[config.mk]
export PLATFORM = sky130hd
export DESIGN_NAME = popcount256_pipe_flat
export DESIGN_NICKNAME = d
export VERILOG_FILES = /design/src/rtl/popcount256_pipe_pkg.sv /design/src/rtl/popcount256_pipe_if.sv /design/src/rtl/popcount256_pipe_popcount16.sv /design/src/rtl/popcount256_pipe.sv /design/src/flat_wrapper.sv
export SDC_FILE = /design/constraint.sdc
export NUM_CORES = 1
export LEC_CHECK = 0
export CAP_MARGIN = 10
export CORE_ASPECT_RATIO = 1.2
export CORE_MARGIN = 3
export CORE_UTILIZATION = 53
export DETAILED_ROUTE_END_ITERATION = 10
export HOLD_SLACK_MARGIN = 0.15
export MAX_ROUTING_LAYER = met4
export PLACE_DENSITY = 0.89
export SETUP_SLACK_MARGIN = 0.4
export SKIP_LAST_GASP = 1
export SLEW_MARGIN = 20
export SYNTH_ARGS = -nofsm -noshare
export SYNTH_HDL_FRONTEND = slang
export SYNTH_SLANG_ARGS = --single-unit
[constraint.sdc]
create_clock -name clk -period 1 [get_ports clk]
set_input_delay 0.2 -clock clk [delete_from_list [all_inputs] [get_ports clk]]
set_output_delay 0.2 -clock clk [all_outputs]
set_load 0.02 [all_outputs]
[src/rtl/popcount256_pipe_pkg.sv]
// Shared constants and helpers for the 256-bit population counter.
// Slice width, slice count width and result-width helper.
package popcount_pkg;

   localparam int POPCNT_WIDTH       = 256;
   localparam int POPCNT_SLICE_W     = 16;
   localparam int POPCNT_SLICE_CNT_W = 5;
   localparam int NUM_SLICES         = POPCNT_WIDTH / POPCNT_SLICE_W;

   function automatic int count_w(input int w);
      return $clog2(w) + 1;
   endfunction

endpackage

[src/rtl/popcount256_pipe_if.sv]
// Valid-qualified vector in / count out bundle for popcount256_pipe.
// master drives vectors, slave is the counter.
interface popcount256_pipe_if
   import popcount_pkg::*;
#(
   parameter int WIDTH   = POPCNT_WIDTH,
   parameter int COUNT_W = count_w(WIDTH)
) ();

   logic               in_valid;
   logic [WIDTH-1:0]   data;
   logic               out_valid;
   logic [COUNT_W-1:0] count;

   modport master (
      output in_valid,
      output data,
      input  out_valid,
      input  count
   );

   modport slave (
      input  in_valid,
      input  data,
      output out_valid,
      output count
   );

endinterface

[src/rtl/popcount256_pipe_popcount16.sv]
// Combinational 16-bit population count: four nibble tables
// followed by a two-level add.
module popcount16
   import popcount_pkg::*;
(
   input  logic [POPCNT_SLICE_W-1:0]     data,
   output logic [POPCNT_SLICE_CNT_W-1:0] count
);

   function automatic logic [2:0] cnt4(input logic [3:0] n);
      logic [2:0] r;
      r = 3'd0;
      case (n)
         4'h0: r = 3'd0;
         4'h1: r = 3'd1;
         4'h2: r = 3'd1;
         4'h3: r = 3'd2;
         4'h4: r = 3'd1;
         4'h5: r = 3'd2;
         4'h6: r = 3'd2;
         4'h7: r = 3'd3;
         4'h8: r = 3'd1;
         4'h9: r = 3'd2;
         4'ha: r = 3'd2;
         4'hb: r = 3'd3;
         4'hc: r = 3'd2;
         4'hd: r = 3'd3;
         4'he: r = 3'd3;
         4'hf: r = 3'd4;
         default: r = 3'd0;
      endcase
      return r;
   endfunction

   logic [2:0] n0, n1, n2, n3;
   logic [3:0] lo, hi;

   assign n0 = cnt4(data[3:0]);
   assign n1 = cnt4(data[7:4]);
   assign n2 = cnt4(data[11:8]);
   assign n3 = cnt4(data[15:12]);

   assign lo    = {1'b0, n0} + {1'b0, n1};
   assign hi    = {1'b0, n2} + {1'b0, n3};
   assign count = {1'b0, lo} + {1'b0, hi};

endmodule

[src/rtl/popcount256_pipe.sv]
// Streaming popcount of a WIDTH-bit vector. POPCOUNT_PIPE_EN adds a
// register after the 4-operand tree level (latency 2 instead of 1).
module popcount256_pipe
   import popcount_pkg::*;
#(
   parameter int WIDTH   = POPCNT_WIDTH,
   parameter int COUNT_W = count_w(WIDTH)
) (
   input logic               clk,
   input logic               rst_n,
   popcount256_pipe_if.slave bus
);

   localparam int NSL   = WIDTH / POPCNT_SLICE_W;
   localparam int LVLS  = $clog2(NSL);
   localparam int NL    = 1 << LVLS;
   localparam int SUM_W = POPCNT_SLICE_CNT_W + LVLS;

   // Every tree level lives in one flat vector; level l holds
   // NL>>l nodes of (SLICE_CNT_W + l) bits each.
   function automatic int lvl_base(input int l);
      int b;
      b = 0;
      for (int k = 0; k < l; k++)
         b += (NL >> k) * (POPCNT_SLICE_CNT_W + k);
      return b;
   endfunction

   localparam int TREE_W = lvl_base(LVLS + 1);
   localparam int ROOT_O = lvl_base(LVLS);

   logic [TREE_W-1:0]  tree;
   logic               stage_valid;
   logic               out_valid_q;
   logic [COUNT_W-1:0] count_q;

   for (genvar i = 0; i < NL; i++) begin : g_leaf
      localparam int O = i * POPCNT_SLICE_CNT_W;
      if (i < NSL) begin : g_pc
         popcount16 u_pc (
            .data  (bus.data[i*POPCNT_SLICE_W +: POPCNT_SLICE_W]),
            .count (tree[O +: POPCNT_SLICE_CNT_W])
         );
      end else begin : g_pad
         assign tree[O +: POPCNT_SLICE_CNT_W] = '0;
      end
   end

`ifdef POPCOUNT_PIPE_EN
   localparam int PART_W = POPCNT_SLICE_CNT_W + LVLS - 2;
   localparam int PART_O = lvl_base(LVLS - 2);

   logic [3:0][PART_W-1:0] part;
   logic                   mid_valid;

   always_ff @(posedge clk or negedge rst_n) begin
      if (!rst_n) begin
         mid_valid <= 1'b0;
         part      <= '0;
      end else begin
         mid_valid <= bus.in_valid;
         if (bus.in_valid)
            part <= tree[PART_O +: 4*PART_W];
      end
   end

   assign stage_valid = mid_valid;
`else
   assign stage_valid = bus.in_valid;
`endif

   for (genvar l = 1; l <= LVLS; l++) begin : g_lvl
      localparam int W = POPCNT_SLICE_CNT_W + l;
      for (genvar j = 0; j < (NL >> l); j++) begin : g_node
         localparam int O = lvl_base(l) + j * W;
         localparam int A = lvl_base(l - 1) + 2 * j * (W - 1);
         localparam int B = A + W - 1;
`ifdef POPCOUNT_PIPE_EN
         if (l == LVLS - 1) begin : g_reg
            assign tree[O +: W] = {1'b0, part[2*j]}
                                + {1'b0, part[2*j+1]};
         end else begin : g_comb
            assign tree[O +: W] = {1'b0, tree[A +: W-1]}
                                + {1'b0, tree[B +: W-1]};
         end
`else
         assign tree[O +: W] = {1'b0, tree[A +: W-1]}
                             + {1'b0, tree[B +: W-1]};
`endif
      end
   end

   always_ff @(posedge clk or negedge rst_n) begin
      if (!rst_n) begin
         out_valid_q <= 1'b0;
         count_q     <= '0;
      end else begin
         out_valid_q <= stage_valid;
         if (stage_valid)
            count_q <= tree[ROOT_O +: SUM_W];
      end
   end

   assign bus.out_valid = out_valid_q;
   assign bus.count     = count_q;

endmodule

[src/flat_wrapper.sv]
// flat-port wrapper written by rule: the top's interface ports become plain ports
module popcount256_pipe_flat import popcount_pkg::*;
#(
   parameter int WIDTH   = POPCNT_WIDTH,
   parameter int COUNT_W = count_w(WIDTH)
)
  (clk, rst_n, bus_in_valid, bus_data, bus_out_valid, bus_count);
  popcount256_pipe_if #(.WIDTH(WIDTH), .COUNT_W(COUNT_W)) bus_i ();
  input logic clk;
  input logic rst_n;
  input wire logic [$bits(bus_i.in_valid)-1:0] bus_in_valid;
  input wire logic [$bits(bus_i.data)-1:0] bus_data;
  output wire logic [$bits(bus_i.out_valid)-1:0] bus_out_valid;
  output wire logic [$bits(bus_i.count)-1:0] bus_count;
  assign bus_i.in_valid = bus_in_valid;
  assign bus_i.data = bus_data;
  assign bus_out_valid = bus_i.out_valid;
  assign bus_count = bus_i.count;
  popcount256_pipe #(.WIDTH(WIDTH), .COUNT_W(COUNT_W)) u_core (.clk(clk), .rst_n(rst_n), .bus(bus_i));
endmodule
==> out/metrics.yaml <==
status: "complete, but fails checks"
violations: "negative setup slack"
clock-sinks: 10
synth_seq_cells: 10
synthArstFlopShare: 1.000
use_met3: 0.03142
syn_nets: 1919
max_freq_ghz: 0.1492
critPathLaunch: "bus_data[52]"
grt-busiest-layer: "met2"
cts_buffers: 3
path_max_fanout: 3
synth_top_area_share: 0.3396
grt_pass1_wl_um: 52470
vias: 9914
ys_warn_count: 0
syn-instance-count: 1257
synth_edf_count: 0
hold_violations: 0
grt.total_usage: 0.2788
num_io_pins: 269
yosys-top-cells-count: "inv_1 (355), ha_1 (207), fa_1 (196)"
drt_pass1_iterations: 5
max_slew_margin: 0.5106
synth_cell_types: 31
hold_slack_ps: 274.9
clk_latency_ps: 240
die_h_um: 167.7
clock_skew_ps: 0
critPathLaunchType: "input pin"
p_leak_nw: 8.667
yosysMostFrequentCell: "inv_1"
post-route-period-util: 6.702
finalCriticalPeriod_ps: 6702
rows: 58
use_met2: 0.5421
synth_top_flop_cell: "dfrtp_1"
die-width_um: 140.8
avgSynthCellArea_um2: 9.192
grt_pass1_vias: 11590
drive_gt1_frac: 0.3166
floorplan.initialDensity: 0.5453
crit_arrival_ps: 6820
synth_top_area_cell: "fa_1"
crit_path_end_kind: "register"
crit_required_ps: 1120
maxCapViolCount: 0
hp-class: "in2async"
cts_tree: "built"
routed_wl_um: 32410
fin_ws_ps: -5702
dieArea_um2: 23620
root_buffer: "clkbuf_16"
drc: 0
area_growth_pct: 43.61
synthTopCellsByArea: "fa_1 (34%), ha_1 (22%), inv_1 (12%), xnor2_1 (5.1%), xor2_1 (4.9%)"
gp_congestion: 0.8688
maxSlewViolCount: 0
power.density_nw_per_um2: 3707
setup_viol: 9
antenna_found_initial: 6
rsz0062_at_grt: "true"
fin_nets: 2321
n_fill_cell: 1282
drt-initial-drc-count: 307
htreeDepth: 1
ant_nets: 0
netlist_area_um2: 11550
cts.reportedPaths.clkPinSlew_ps: 40
clock_path_buffers: 2
core_area_um2: 21190
peakVddDrop_mv: 5.607
r2r-start: "u_core.bus.count[1]"
ys_seq_area_frac: 0.02166
post_drt_wl_per_cell_um: 16.76
use_met1: 0.2758
grt_max_degree: 11
crit_type: "in2reg"
dp_hpwl_um: 26640
overflow: 0
avgViaCountPerCell: 5.126
port_buffers: 268
worst_pin_slew_ps: 726.5
dp.cells: 1918
final_cells: 1934
[layout by cell type, fill, tap and decap left out, drive strengths merged, types with 3 or more instances in the layout]
cell           Yosys  final
xnor2             67     67
ha               207    207
nor3              12     12
diode              0      6
fa               196    196
xor2              64     64
a21o               3      3
clkdlybuf4s50      0     54
a21oi             25     25
clkbuf             4      8
dlygate4sd2        0    101
nor2              18     18
nand3             37     37
inv              355    355
and3              34     34
mux2              39     39
clkdlybuf4s15      0     37
nand2             60     60
o21ai             42     42
buf                1    202
mux2i             48     48
dlymetal6s2s       0      4
a31oi             10     10
o31ai              5      5
dfrtp             10     10
a211oi            10     10
[final timing paths]
kind	to	slack (ps)	cells past startpoint
worst max-delay path	u_core.bus.count[7]	-5700	22
worst min-delay path	u_core.bus.count[5]	270	2
worst max register to register	u_core.bus.count[1]	70	2
worst min register to register	u_core.bus.count[8]	510	2
max in group asynchronous	u_core.bus.count[6]	570	2
min in group clk	u_core.bus.out_valid	400	1
[area by class of cell]
cell class,count,area (µm²),area share
clock buffers,4,88.84,0.005354
flip-flops and latches,10,260.3,0.01568
well taps,270,337.8,0.02036
repair buffers,402,3482,0.2098
multi-input cells,887,11040,0.6656
inverters,355,1365,0.08227
diodes,6,15.01,0.0009048
[per-stage QoR]
step / total power [mW] / cell area [µm²] / setup slack, ps / setup TNS [ps] / util
finish: 61.52 / 16590 / -5702 / -47560 / 0.7831
detailed placement: 55.56 / 15710 / -6446 / -55520 / 0.7415
CTS: 61.55 / 16450 / -5613 / -46930 / 0.7765
global route: 66.38 / 16590 / -5901 / -49090 / 0.7831
floorplan: 42.26 / 11750 / -5492 / -45690 / -
global placement: 53.05 / 15710 / -6260 / -53910 / 0.7415
[cell families (layout without fill, tap and decap cells)]
family,Yosys count,count (layout),synth area share
simple gates,165,165,0.06811
xor+xnor,131,131,0.09930
flops,10,10,0.02166
mux,87,87,0.07959
compound gates,101,101,0.05057
buf+inv,360,761,0.1171
other cells,0,6,0
fa+ha+maj,403,403,0.5637
[report_power, final]
group	internal (mW)	switching, mW	total [mW]
logic	28.2	31.6	59.8
registers	0.767	0.128	0.895
clock network	0.603	0.202	0.804
total	29.6	31.9	61.5
[metal layers]
layer / up-vias / wire length [µm]
met1: 4861 / 11190
met3: 122 / 1273
met2: 301 / 18430
met5: - / 0
li1: 4630 / -
met4: 0 / 1513
[what timing repair did]
item                       in CTS  in global routing
pin swaps                     169                 33
setup endpoints to repair      20                 19
hold buffers                    0                  0
setup buffers                   5                  1
resized for setup             747                 39
[registers in the layout (all words and copies together), names as in the netlist]
name / cells
u_core.bus.out_valid: 1
u_core.bus.count: 9
[worst max-delay path: stages]
cell and delay, ps:
clkdlybuf4s15_2 210, ha_2 190, o31ai_2 270, a21oi_2 80
fa_1 560, inv_2 50, fa_1 510, fa_1 470
fa_1 590, fa_2 470, fa_1 510, inv_1 50
fa_1 440, fa_1 530, inv_1 60, fa_1 500
inv_1 40, ha_1 310, a211oi_2 220, o21ai_1 120
xor2_1 180, mux2_2 280
No activity file was read; power rests on OpenSTA's default activity.
